==> config.mk <==
export PLATFORM = sky130hd
export DESIGN_NAME = writeback_stage
export DESIGN_NICKNAME = d
export VERILOG_FILES = /design/src/rtl/writeback_stage.sv
export SDC_FILE = /design/constraint.sdc
export NUM_CORES = 1
export LEC_CHECK = 0
export BUFFER_PORTS_ARGS = -buffer_cell sky130_fd_sc_hd__buf_4
export CORE_ASPECT_RATIO = 0.7
export CORE_MARGIN = 4
export CORE_UTILIZATION = 40
export CTS_CLUSTER_DIAMETER = 120
export DETAILED_ROUTE_END_ITERATION = 16
export HOLD_SLACK_MARGIN = 0.15
export PLACE_DENSITY = 0.82
export SKIP_CTS_REPAIR_TIMING = 1
export SYNTH_ARGS = -nofsm -noshare
export SYNTH_HDL_FRONTEND = slang
export SYNTH_SLANG_ARGS = --single-unit
==> constraint.sdc <==
create_clock -name Clk -period 1.7 [get_ports Clk]
set_input_delay 0.255 -clock Clk [delete_from_list [all_inputs] [get_ports Clk]]
set_output_delay 0.255 -clock Clk [all_outputs]
set_load 0.005 [all_outputs]
==> src/rtl/writeback_stage.sv <==
// MEM/WB pipeline register and register-file write-back driver.
// After reset it sweeps zeros into registers 1..2^ADDR_W-1 because the register file itself has no reset.
module writeback_stage #(
  parameter int DATA_W = 32,
  parameter int ADDR_W = 5
) (
  input  logic              Clk,
  input  logic              Reset,
  input  logic              Stall,
  input  logic              Flush,
  input  logic              InRegWrite,
  input  logic              InMemtoReg,
  input  logic [ADDR_W-1:0] InWriteRegister,
  input  logic [DATA_W-1:0] InAluResult,
  input  logic [DATA_W-1:0] InMemReadData,
  output logic [ADDR_W-1:0] WriteRegister,
  output logic [DATA_W-1:0] WriteData,
  output logic              RegWrite,
  output logic              InitDone,
  output logic              FwdValid,
  output logic [ADDR_W-1:0] FwdRegister,
  output logic [DATA_W-1:0] FwdData
);

  typedef enum logic [0:0] {
    INIT = 1'b0,
    RUN  = 1'b1
  } state_t;

  localparam logic [ADDR_W-1:0] IDX_ONE = ADDR_W'(1);

  state_t            state;
  state_t            state_next;
  logic [ADDR_W-1:0] idx;
  logic [ADDR_W-1:0] idx_next;
  logic              reg_write_next;
  logic [ADDR_W-1:0] write_register_next;
  logic [DATA_W-1:0] write_data_next;
  logic              init_done_next;

  // State, sweep counter and all register-file-facing output flops
  always_ff @(posedge Clk or posedge Reset) begin
    if (Reset) begin
      state         <= INIT;
      idx           <= IDX_ONE;
      RegWrite      <= 1'b0;
      WriteRegister <= '0;
      WriteData     <= '0;
      InitDone      <= 1'b0;
    end else begin
      state         <= state_next;
      idx           <= idx_next;
      RegWrite      <= reg_write_next;
      WriteRegister <= write_register_next;
      WriteData     <= write_data_next;
      InitDone      <= init_done_next;
    end
  end

  // Next-state and next-output selection; pipeline controls are ignored during the sweep
  always_comb begin
    state_next          = state;
    idx_next            = idx;
    reg_write_next      = RegWrite;
    write_register_next = WriteRegister;
    write_data_next     = WriteData;
    init_done_next      = InitDone;
    case (state)
      INIT: begin
        if (idx != '0) begin
          reg_write_next      = 1'b1;
          write_register_next = idx;
          write_data_next     = '0;
          idx_next            = idx + IDX_ONE;
        end else begin
          state_next          = RUN;
          init_done_next      = 1'b1;
          reg_write_next      = 1'b0;
          write_register_next = '0;
          write_data_next     = '0;
        end
      end
      RUN: begin
        if (Flush) begin
          reg_write_next      = 1'b0;
          write_register_next = '0;
          write_data_next     = '0;
        end else if (Stall) begin
          reg_write_next      = RegWrite;
          write_register_next = WriteRegister;
          write_data_next     = WriteData;
        end else begin
          // Writes to register 0 are dropped, but index and data still load for visibility
          reg_write_next      = InRegWrite & (InWriteRegister != '0);
          write_register_next = InWriteRegister;
          write_data_next     = InMemtoReg ? InMemReadData : InAluResult;
        end
      end
      default: begin
        state_next          = INIT;
        idx_next            = IDX_ONE;
        reg_write_next      = 1'b0;
        write_register_next = '0;
        write_data_next     = '0;
        init_done_next      = 1'b0;
      end
    endcase
  end

  assign FwdValid    = RegWrite & InitDone;
  assign FwdRegister = WriteRegister;
  assign FwdData     = WriteData;

endmodule
== Word level (Yosys, flattened, before mapping) ==
Cells that the tools add are included.
Operators by class
  add/subtract/negate cells: 1
  equal/unequal tests: 1
  mux-type cells: 14
  bitwise operators: 4
  reductions and logical operators: 4
Operators with widths (number)
  32-bit 2-to-1 mux: 3
  32-bit case mux with 2 select lines: 1
  5-bit 2-to-1 mux: 3
  5-bit case mux with 2 select lines: 1
  5-bit nonzero test: 2
  5-bit by 1-bit adder with 5-bit output, second input constant: 1
  1-bit 2-to-1 mux: 5
  2-bit AND reduction: 2
  3-bit inequality test, second input constant: 1
  1-bit bitwise AND: 2
  1-bit NOT: 2
  1-bit case mux with 2 select lines: 1
Word-level totals
  register bits: 45
  output and inout port bits: 77

== Longest topological paths before layout ==
Gate-level depths: netlist (run 1).
  word-level depth: 5
  mapped depth: 6

== Worst setup path before layout (run 1) ==
Ideal clock, no wire load.
  path type: reg2reg
  from: register idx[0]
  to: register idx[1]
  library setup time: 125 ps
  arrival time: 1354 ps
  required time: 1575 ps
  slack: 221 ps
  cell stages (with the launch flop): 6
  buffers on the path: 0
  cells stage by stage: dfstp_2 -> inv_1 -> ha_1 -> nor4b_4 -> nor2_2 -> mux2_4
On the way
  word-level cells in the longest chain between the ends: 2
  elaborated cells between the ends (all ways): 3
  those cells by class: add/sub (1); reduce/logical (2)
RTL lines
  start, declared: RTL line 34  | logic [ADDR_W-1:0] idx;
  start signal, assigned: RTL line 52  | idx <= idx_next;
  parallel branches: the longest is 2 deep, another holds 5-bit by 1-bit adder with 5-bit output
Parallel ways; which one is timed is not known.
A chain may end at the register's enable or synchronous reset.

== Final worst setup path (run 1) ==
Ends and elaborated chain as after synthesis.

==> results of run 1 <==
-- worst max-delay path by stage --
stage	cells after the start	endpoint	start	slack, ns
finish	5	idx[1]$_DFFE_PP0P_	idx[0]$_DFFE_PP1P_	0.13
detailed placement	5	idx[1]$_DFFE_PP0P_	idx[0]$_DFFE_PP1P_	0.13
floorplan	5	idx[1]$_DFFE_PP0P_	idx[0]$_DFFE_PP1P_	0.22
global route	5	idx[1]$_DFFE_PP0P_	idx[0]$_DFFE_PP1P_	0.06
global placement	5	idx[1]$_DFFE_PP0P_	idx[0]$_DFFE_PP1P_	0.20
CTS	5	idx[1]$_DFFE_PP0P_	idx[0]$_DFFE_PP1P_	0.13
-- logic make-up (layout without fill, tap and decap cells) --
logic type / count (synthesis) / in the layout / share of synthesized area (%)
muxes: 36 / 36 / 15.3
DFF: 45 / 45 / 47.1
buffers and inverters: 56 / 173 / 15.5
and+or+nand+nor: 15 / 15 / 4.55
xor gates and xnor gates: 4 / 4 / 1.46
AOI/OAI and AO/OA: 42 / 42 / 15.1
adders and majority gates: 2 / 2 / 1.05
-- worst max-delay path: cells and delay by family, from the launching register on --
family,cells,cell delay (ns)
fa+ha+maj,1,0.20
buf+inv,1,0.07
flops,1,0.55
mux,1,0.31
simple gates,2,0.33
-- cell type report --
class                   instances  share of cell area, %
inverters                       7                  0.765
clock buffers                   8                   2.62
flip-flops and latches         45                   32.8
repair buffers                158                   35.0
well taps                      75                   2.73
multi-input cells              99                   26.1
-- cells in the final DEF, fill, tap and decap left out, types with 2 or more instances in the layout --
master / count
clkbuf_8: 6
o2bb2ai_1: 34
clkbuf_1: 2
dfrtp_1: 44
o21a_1: 2
buf_4: 156
mux2i_1: 35
nand3_1: 3
o32ai_1: 2
xnor2_1: 3
nor2_1: 3
ha_1: 2
inv_1: 6
-- sequential cells by signal, indices dropped and copies added (netlist names) --
name / cells
FwdData: 32
FwdRegister: 5
InitDone: 1
RegWrite: 1
idx: 5
state: 1
-- power groups by stage --
stage	Sequential [mW]	Combinational (mW)	Clock (mW)
6_report	1.18	0.518	0.657
5_1_grt	1.19	0.567	0.724
4_1_cts	1.18	0.527	0.691
3_5_place_dp	1.20	0.528	0
3_3_place_gp	1.20	0.515	0
2_1_floorplan	1.19	0.248	0
-- stage by stage --
stage | total power, mW | area (um2) | utilization [%]
global route | 2.48 | 3430 | 59.7
detailed placement | 1.73 | 3330 | 57.9
finish | 2.36 | 3430 | 59.7
floorplan | 1.44 | 2390 | -
global placement | 1.71 | 3330 | 57.9
CTS | 2.40 | 3420 | 59.5
-- metal layers --
metal  share of wire, %  global-route usage, %  wire length (um)
met5                  0                      0                 0
met4               0.27                   2.69                17
met3                9.1                   4.30               569
met2                 50                   29.2              3160
met1                 40                   21.7              2540
==> flow_summary_export.csv, run 1 <==
group,metric,value,unit
floorplan,coreArea,5760,um2
power_and_ir_drop,ir_drop,0.410,mV
clock_tree,clockRootBuffer,"clkbuf_8",
floorplan,num_io_pins,152,
power_and_ir_drop,p_switching,573,uW
placed_design,dp_slack,0.129,ns
cells_and_area,nets,393,
clock_tree,cts.sinks,45,
routing,route.detailed.drc,0,
power_and_ir_drop,leakage,1.80,nW
power_and_ir_drop,internal_power,1.78,mW
setup_path,crit_arrival,1.75,ns
synth,yosys-top-cells-area,"dfrtp_1 (46%), mux2i_1 (15%), buf_4 (13%), o2bb2ai_1 (12%), buf_2 (1.9%)",
grt,antenna_found_initial,0,
synth,synth_nets,277,
clock_tree,insertion_delay,0.28,ns
synth,synth_cell_types,28,
floorplan,fp.dieH,72.7,um
synth,yosysWarnings,0,
sta,final-setup-viol-count,0,
routing,vias_per_cell,4.93,
cells_and_area,drive_gt1_share,53.3,%
outcome,outcome,"finished clean",
cells_and_area,multiInputGateArea,895,um2
power_and_ir_drop,p_clk_share,27.9,%
sta,slew_violations,0,
routing,vias,1932,
cells_and_area,fill_cells,504,
grt,grt_max_degree,33,
setup_path,reg2reg_slack,0.13,ns
floorplan,die_w,100,um
setup_path,worstPathMaxFanout,5,
placed_design,gp_congestion,0.778,
synth,yosysTopAreaCell,"dfrtp_1",
synth,synth-seq-cells,45,
setup_path,start_kind,"flip-flop",
clock_tree,clk_pin_slew,0.08,ns
hold_path,holdPathStages,3,
routing,first_pass_iters,4,
floorplan,die_area,7310,um2
grt,grt_pass1_wl,9890,um
synth,yosysSeqAreaShare,47.1,%
grt,grt_overflow_total,0,
synth,synthFlopType,"dfrtp_1",
sta,fin_crit_sh,92.6,%
placed_design,io_buffers,151,
routing,routed_wl,6280,um
power_and_ir_drop,p_comb_share,22.0,%
synth,synthTopCellsByCount,"dfrtp_1 (44), buf_4 (40), mux2i_1 (35), o2bb2ai_1 (34), buf_2 (9)",
routing,ant_nets,0,
routing,first_iter_violations,75,
setup_path,rr_worst_depth,5,
cells_and_area,area_growth,43.4,%
sta,clock_skew,0.00244,ns
sta,setup_tns,0,ns
sta,fmaxAchievable,635,MHz
floorplan,rows,23,
cells_and_area,seqCellArea,1130,um2
placed_design,hpwl,4980,um
hold_path,worstHoldStart,"InAluResult[6]",
sta,finalHoldViolations,0,
run,cap_viol_max_count,0,
sta,slew_headroom,63.6,%
clock_tree,numCtsBuffers,5,
clock_tree,cts_tree,"built",
grt,grt_pass1_vias,2029,
setup_path,crit_type,"reg -> reg",
power_and_ir_drop,p_per_area,686,nW/um2
sta,grt_setup_unrepaired,"no",
setup_path,critical-path-max-stage-delay,0.55,ns
setup_path,crit_chain,"inv_1, ha_1, nor4b_4, nor2_2, mux2_4",
floorplan,initial_core_util,41.6,%
cells_and_area,antenna-diode-count,0,
setup_path,r2r_end,"idx[1]$_DFFE_PP0P_",
cells_and_area,layout.cells.non_filler,392,
placed_design,post-place-cells,383,
synth,synthArstFlopShare,100,%
sta,worst_slew_pin_slew,0.545,ns
setup_path,worst-endpoint-required,1.87,ns
hold_path,hp-class,"in -> reg",
power_and_ir_drop,pwr-share-seq,50.1,%
routing,wl_per_cell,16.0,um
clock_tree,clockBufferDepth,2,
synth,synth_edf_count,0,
synth,syn_avg_cell_area,12.0,um2
setup_path,cp_slowest_cell,"dfstp_2",
synth,synthCells,200,
grt,gr-usage-all-layers,16.8,%
sta,hold_slack,0.240,ns
synth,synth.cell_area,2390,um2
hold_path,hold_end,"FwdData[6]$_DFFE_PP0P_",
setup_path,reg2reg_from,"idx[0]$_DFFE_PP1P_",
sta,worst_slack,0.126,ns
setup_path,end_kind,"flip-flop",
synth,yosysMostFrequentCell,"dfrtp_1",
clock_tree,cts.htree.levels,2,
sta,layout_min_cycle_time,1.57,ns
synth,yosys.area.top_type_share,46.0,%
power_and_ir_drop,swShare,24.3,%
Note: power is estimated with default switching activity, not from simulation.
==> run 2, diff against run 1 <==
--- a/config.mk
+++ b/config.mk
@@ -6,13 +6,15 @@
 export NUM_CORES = 1
 export LEC_CHECK = 0
 export BUFFER_PORTS_ARGS = -buffer_cell sky130_fd_sc_hd__buf_4
+export CELL_PAD_IN_SITES_DETAIL_PLACEMENT = 0
+export CELL_PAD_IN_SITES_GLOBAL_PLACEMENT = 1
 export CORE_ASPECT_RATIO = 0.7
 export CORE_MARGIN = 4
-export CORE_UTILIZATION = 40
+export CORE_UTILIZATION = 31
 export CTS_CLUSTER_DIAMETER = 120
 export DETAILED_ROUTE_END_ITERATION = 16
 export HOLD_SLACK_MARGIN = 0.15
-export PLACE_DENSITY = 0.82
+export PLACE_DENSITY = 0.86
 export SKIP_CTS_REPAIR_TIMING = 1
 export SYNTH_ARGS = -nofsm -noshare
 export SYNTH_HDL_FRONTEND = slang
==> run 2 against run 1 <==
Sequential power barely moved. Final cell count increased by 5.6%. Wire length down 1.0%. Non-clock buffer count fell by 1. Worst setup slack got worse by 0.0082 ns. Via count down 0.21%. First-iteration DRC count is 15% lower. Critical path type unchanged.
==> flow_summary_export.csv, run 2 (synthesis results as in run 1) <==
group,metric,value,unit
cells_and_area,drive_gt1_share,53.2,%
floorplan,num_io_pins,152,
setup_path,cp_slowest_cell,"dfstp_2",
power_and_ir_drop,leakage,1.79,nW
routing,routed_wl,6220,um
setup_path,critical_path.top_delay_family,"flip-flops",
power_and_ir_drop,p_comb_share,22.0,%
setup_path,crit_chain,"inv_1, ha_1, nor4b_4, nor2_2, mux2_4",
sta,layout_min_cycle_time,1.58,ns
setup_path,critical-path-max-stage-delay,0.56,ns
cells_and_area,largest_reg_flops,32,
cells_and_area,multiInputGateArea,895,um2
floorplan,fp.dieH,81.5,um
cells_and_area,area_growth,44.1,%
power_and_ir_drop,ir_drop,0.273,mV
grt,grt_pass1_vias,1864,
power_and_ir_drop,internal_power,1.74,mW
routing,wl_per_cell,15.0,um
routing,first_pass_iters,2,
sta,finalHoldViolations,0,
sta,setup_tns,0,ns
cells_and_area,nets,392,
clock_tree,clockRootBuffer,"clkbuf_8",
routing,route.detailed.drc,0,
setup_path,worstPathMaxFanout,5,
setup_path,reg2reg_from,"idx[0]$_DFFE_PP1P_",
power_and_ir_drop,power,2.34,mW
clock_tree,clockBufferDepth,2,
clock_tree,cts.sinks,45,
floorplan,rows,26,
sta,hold_slack,0.236,ns
clock_tree,clk_pin_slew,0.09,ns
cells_and_area,antenna-diode-count,0,
sta,fmaxAchievable,632,MHz
outcome,outcome,"finished clean",
setup_path,crit_arrival,1.76,ns
routing,vias_per_cell,4.66,
cells_and_area,fill_cells,716,
grt,antenna_found_initial,0,
cells_and_area,fin_area,3450,um2
placed_design,placed_cell_area,3350,um2
routing,first_iter_violations,64,
placed_design,gp_congestion,0.843,
placed_design,io_buffers,151,
setup_path,worst-path-buf-inv,1,
grt,grt_max_degree,33,
cells_and_area,finish.utilization,46.5,%
power_and_ir_drop,p_per_area,678,nW/um2
routing,ant_nets,0,
cells_and_area,seqCellArea,1130,um2
sta,fin_crit_sh,93.1,%
sta,slew_headroom,61.3,%
sta,grt_setup_unrepaired,"no",
routing,vias,1928,
setup_path,setup.worst_path.start,"idx[0]$_DFFE_PP1P_",
sta,worst_slew_pin_slew,0.579,ns
hold_path,holdPathStages,3,
setup_path,worst-endpoint-required,1.88,ns
grt,grt_overflow_total,0,
clock_tree,cts.htree.levels,2,
floorplan,die_w,113,um
placed_design,hpwl,4920,um
power_and_ir_drop,p_clk_share,27.5,%
hold_path,worstHoldStart,"InAluResult[4]",
sta,final-setup-viol-count,0,
floorplan,coreArea,7420,um2
setup_path,rr_worst_depth,5,
setup_path,end_kind,"flip-flop",
grt,grt_pass1_wl,9650,um
hold_path,hp-class,"in -> reg",
grt,gr-usage-all-layers,12.9,%
cells_and_area,layout_commonest_cell,"buf_4",
clock_tree,cts_tree,"built",
clock_tree,numCtsBuffers,5,
run,cap_viol_max_count,0,
floorplan,die_area,9210,um2
power_and_ir_drop,p_switching,595,uW
setup_path,start_kind,"flip-flop",
floorplan,initial_core_util,32.3,%
setup_path,crit_type,"reg -> reg",
sta,clock_skew,0.00707,ns
cells_and_area,layout.cells.most_common_list,"buf_4 (155), dfrtp_1 (44), mux2i_1 (35), o2bb2ai_1 (34), inv_1 (6)",
setup_path,crit_cells,5,
power_and_ir_drop,swShare,25.4,%
clock_tree,insertion_delay,0.29,ns
sta,slew_violations,0,
power_and_ir_drop,pwr-share-seq,50.5,%
-- run 2: cell types whose count changed in the layout (fill, tap and decap cells not counted), sizes merged --
cell | before | now
buf | 157 | 156
clkbuf | 8 | 7
clkinvlp | 0 | 1
-- run 2: path summary, 6_finish.rpt --
path / slack [ns] / endpoint
setup / recovery: 0.12 / idx[1]$_DFFE_PP0P_
hold reg to reg: 0.51 / InitDone$_DFFE_PP0P_
setup reg to reg: 0.12 / idx[1]$_DFFE_PP0P_
max in group asynchronous: 0.60 / FwdData[29]$_DFFE_PP0P_
hold / removal: 0.24 / FwdData[4]$_DFFE_PP0P_
min in group asynchronous: 0.59 / FwdRegister[4]$_DFFE_PP0P_
-- run 2: area by class of cell --
type / count / area share [%]
repair buffers: 157 / 34.6
well taps: 98 / 3.56
multi-input cells: 99 / 25.9
clock inverters: 1 / 0.218
clock buffers: 7 / 2.21
inverters: 7 / 0.762
flip-flops and latches: 45 / 32.7
-- run 2: metrics by stage --
step	std cells	setup slack (ns)
CTS	413	0.123
detailed placement	405	0.143
finish	414	0.118
floorplan	200	0.221
global route	414	0.0676
global placement	405	0.191
-- run 2: worst reg2reg max path, cell delays in order (launching register included) --
cell and delay [ns]:
dfstp_2 0.56, inv_1 0.08, ha_1 0.21, nor4b_4 0.15, nor2_2 0.17, mux2_4 0.32
-- run 2: power by group through the flow --
| stage | Sequential (mW) | Clock [mW] | Combinational [mW] |
|---|---|---|---|
| detailed placement | 1.20 | 0 | 0.523 |
| floorplan | 1.19 | 0 | 0.248 |
| global route | 1.19 | 0.719 | 0.563 |
| finish | 1.18 | 0.644 | 0.514 |
| CTS | 1.18 | 0.680 | 0.523 |
| global placement | 1.20 | 0 | 0.520 |
-- run 2: routing by layer --
| metal | global-route usage, % | vias to the layer above | share of wire [%] |
|---|---|---|---|
| met5 | 0 | - | 0 |
| met4 | 2.04 | 0 | 0.16 |
| met3 | 4.49 | 2 | 9.7 |
| met1 | 17.1 | 931 | 42 |
| met2 | 21.0 | 83 | 48 |
| li1 | - | 912 | - |
==> run 3, diff against run 2 <==
--- a/config.mk
+++ b/config.mk
@@ -6,7 +6,7 @@
 export NUM_CORES = 1
 export LEC_CHECK = 0
 export BUFFER_PORTS_ARGS = -buffer_cell sky130_fd_sc_hd__buf_4
-export CELL_PAD_IN_SITES_DETAIL_PLACEMENT = 0
+export CELL_PAD_IN_SITES_DETAIL_PLACEMENT = 1
 export CELL_PAD_IN_SITES_GLOBAL_PLACEMENT = 1
 export CORE_ASPECT_RATIO = 0.7
 export CORE_MARGIN = 4
==> run 3 against run 2 <==
Clock skew grew 0.0054 ns. Critical endpoint unchanged. Power grew 0.82%. Register-to-register slack got worse by 0.02 ns. Critical path depth is the same. Non-clock buffer count unchanged. Hold slack worse by 0.0067 ns. Sequential share of layout area is essentially flat. Cell area hardly changed. Clock power grew 1%. Core utilization hardly changed. Largest cell class unchanged. Worst setup slack got worse by 0.021 ns.
==> flow_summary_export.csv, run 3 (synthesis results as in run 1) <==
group,metric,value,unit
outcome,outcome,"finished clean",
sta,worst_slew_pin_slew,0.568,ns
power_and_ir_drop,swShare,26.3,%
sta,slew_headroom,62.1,%
sta,hold_slack,0.229,ns
power_and_ir_drop,p_clk_share,27.6,%
grt,grt_max_degree,33,
floorplan,rows,26,
clock_tree,insertion_delay,0.29,ns
sta,worst_slack,0.0972,ns
clock_tree,clk_pin_slew,0.10,ns
floorplan,die_w,113,um
cells_and_area,layout.cells.non_filler,414,
power_and_ir_drop,power,2.36,mW
sta,layout_min_cycle_time,1.60,ns
grt,grt_pass1_vias,2067,
power_and_ir_drop,internal_power,1.74,mW
grt,antenna_found_initial,0,
clock_tree,cts.sinks,45,
sta,clock_skew,0.0124,ns
power_and_ir_drop,p_per_area,683,nW/um2
power_and_ir_drop,pwr-share-seq,50.1,%
cells_and_area,multiInputGateArea,895,um2
hold_path,hp-class,"in -> reg",
cells_and_area,layout_commonest_cell,"buf_4",
run,cap_viol_max_count,0,
placed_design,placed_cell_area,3350,um2
cells_and_area,fin_area,3450,um2
cells_and_area,nets,392,
routing,routed_wl,7150,um
setup_path,crit_arrival,1.79,ns
sta,setup_tns,0,ns
sta,slew_violations,0,
sta,fin_crit_sh,94.3,%
cells_and_area,largest_reg_flops,32,
routing,first_iter_violations,49,
placed_design,hpwl,5660,um
setup_path,worstPathMaxFanout,5,
cells_and_area,antenna-diode-count,0,
routing,vias_per_cell,4.72,
floorplan,num_io_pins,152,
setup_path,crit_type,"reg -> reg",
setup_path,worst-endpoint-required,1.89,ns
clock_tree,cts_tree,"built",
sta,final-setup-viol-count,0,
clock_tree,clockRootBuffer,"clkbuf_8",
clock_tree,cts.htree.levels,2,
placed_design,gp_congestion,0.843,
floorplan,initial_core_util,32.3,%
sta,grt_setup_unrepaired,"no",
floorplan,die_area,9210,um2
cells_and_area,seqCellArea,1130,um2
clock_tree,numCtsBuffers,5,
placed_design,dp_slack,0.105,ns
routing,first_pass_iters,4,
power_and_ir_drop,p_comb_share,22.3,%
sta,finalHoldViolations,0,
cells_and_area,drive_gt1_share,53.8,%
clock_tree,clockBufferDepth,2,
grt,gr-usage-all-layers,14.9,%
cells_and_area,finish.utilization,46.5,%
routing,wl_per_cell,17.3,um
power_and_ir_drop,ir_drop,0.285,mV
routing,ant_nets,0,
floorplan,coreArea,7420,um2
floorplan,fp.dieH,81.5,um
placed_design,io_buffers,151,
cells_and_area,area_growth,44.2,%
routing,route.detailed.drc,0,
cells_and_area,fill_cells,840,
power_and_ir_drop,p_switching,621,uW
cells_and_area,layout.cells.most_common_list,"buf_4 (155), dfrtp_1 (44), mux2i_1 (35), o2bb2ai_1 (34), inv_1 (6)",
sta,fmaxAchievable,624,MHz
setup_path,start_kind,"flip-flop",
grt,grt_overflow_total,0,
power_and_ir_drop,leakage,1.80,nW
routing,vias,1953,
setup_path,end_kind,"flip-flop",
placed_design,post-place-cells,405,
grt,grt_pass1_wl,11000,um
==> run 3: cell types whose count changed in the layout (fill, tap and decap cells not counted) <==
| cell | before | now |
|---|---|---|
| clkbuf_1 | 2 | 0 |
| clkinv_2 | 0 | 2 |
==> run 3: per-layer routing <==
metal | global-route usage, % | vias up | part of all wire [%] | wire length [um]
met2 | 27.1 | 83 | 51 | 3620
li1 | - | 912 | - | -
met1 | 18.5 | 956 | 41 | 2950
met3 | 4.27 | 2 | 8.1 | 577
met4 | 1.56 | 0 | 0.14 | 10
met5 | 0 | - | 0 | 0
==> run 3: path summary, 6_finish.rpt <==
kind / from / to / slack (ns) / cells past startpoint
max in group asynchronous: Reset / FwdData[15]$_DFFE_PP0P_ / 0.59 / 4
worst max register to register: idx[0]$_DFFE_PP1P_ / idx[1]$_DFFE_PP0P_ / 0.1 / 5
worst max-delay path: idx[0]$_DFFE_PP1P_ / idx[1]$_DFFE_PP0P_ / 0.1 / 5
worst min-delay path: InAluResult[8] / FwdData[8]$_DFFE_PP0P_ / 0.23 / 3
min in group asynchronous: Reset / FwdRegister[4]$_DFFE_PP0P_ / 0.59 / 3
worst min register to register: FwdData[12]$_DFFE_PP0P_ / FwdData[12]$_DFFE_PP0P_ / 0.52 / 1
==> run 3: worst max-delay path: stages, from the launching register on <==
cell     delay [ns]
dfstp_2        0.56
inv_1          0.09
ha_1           0.21
nor4b_4        0.15
nor2_2         0.18
mux2_4         0.31
==> run 3: final cells by class <==
cell class	count	area share [%]
inverters	7	0.761
multi-input cells	99	25.9
clock inverters	3	0.508
well taps	98	3.55
repair buffers	157	34.6
flip-flops and latches	45	32.7
clock buffers	5	1.99
==> run 3: power by group through the flow <==
stage,combinational [mW],sequential (mW),clock [mW]
CTS,0.535,1.18,0.682
global placement,0.520,1.20,0
finish,0.525,1.18,0.651
detailed placement,0.535,1.20,0
floorplan,0.248,1.19,0
global route,0.570,1.19,0.744
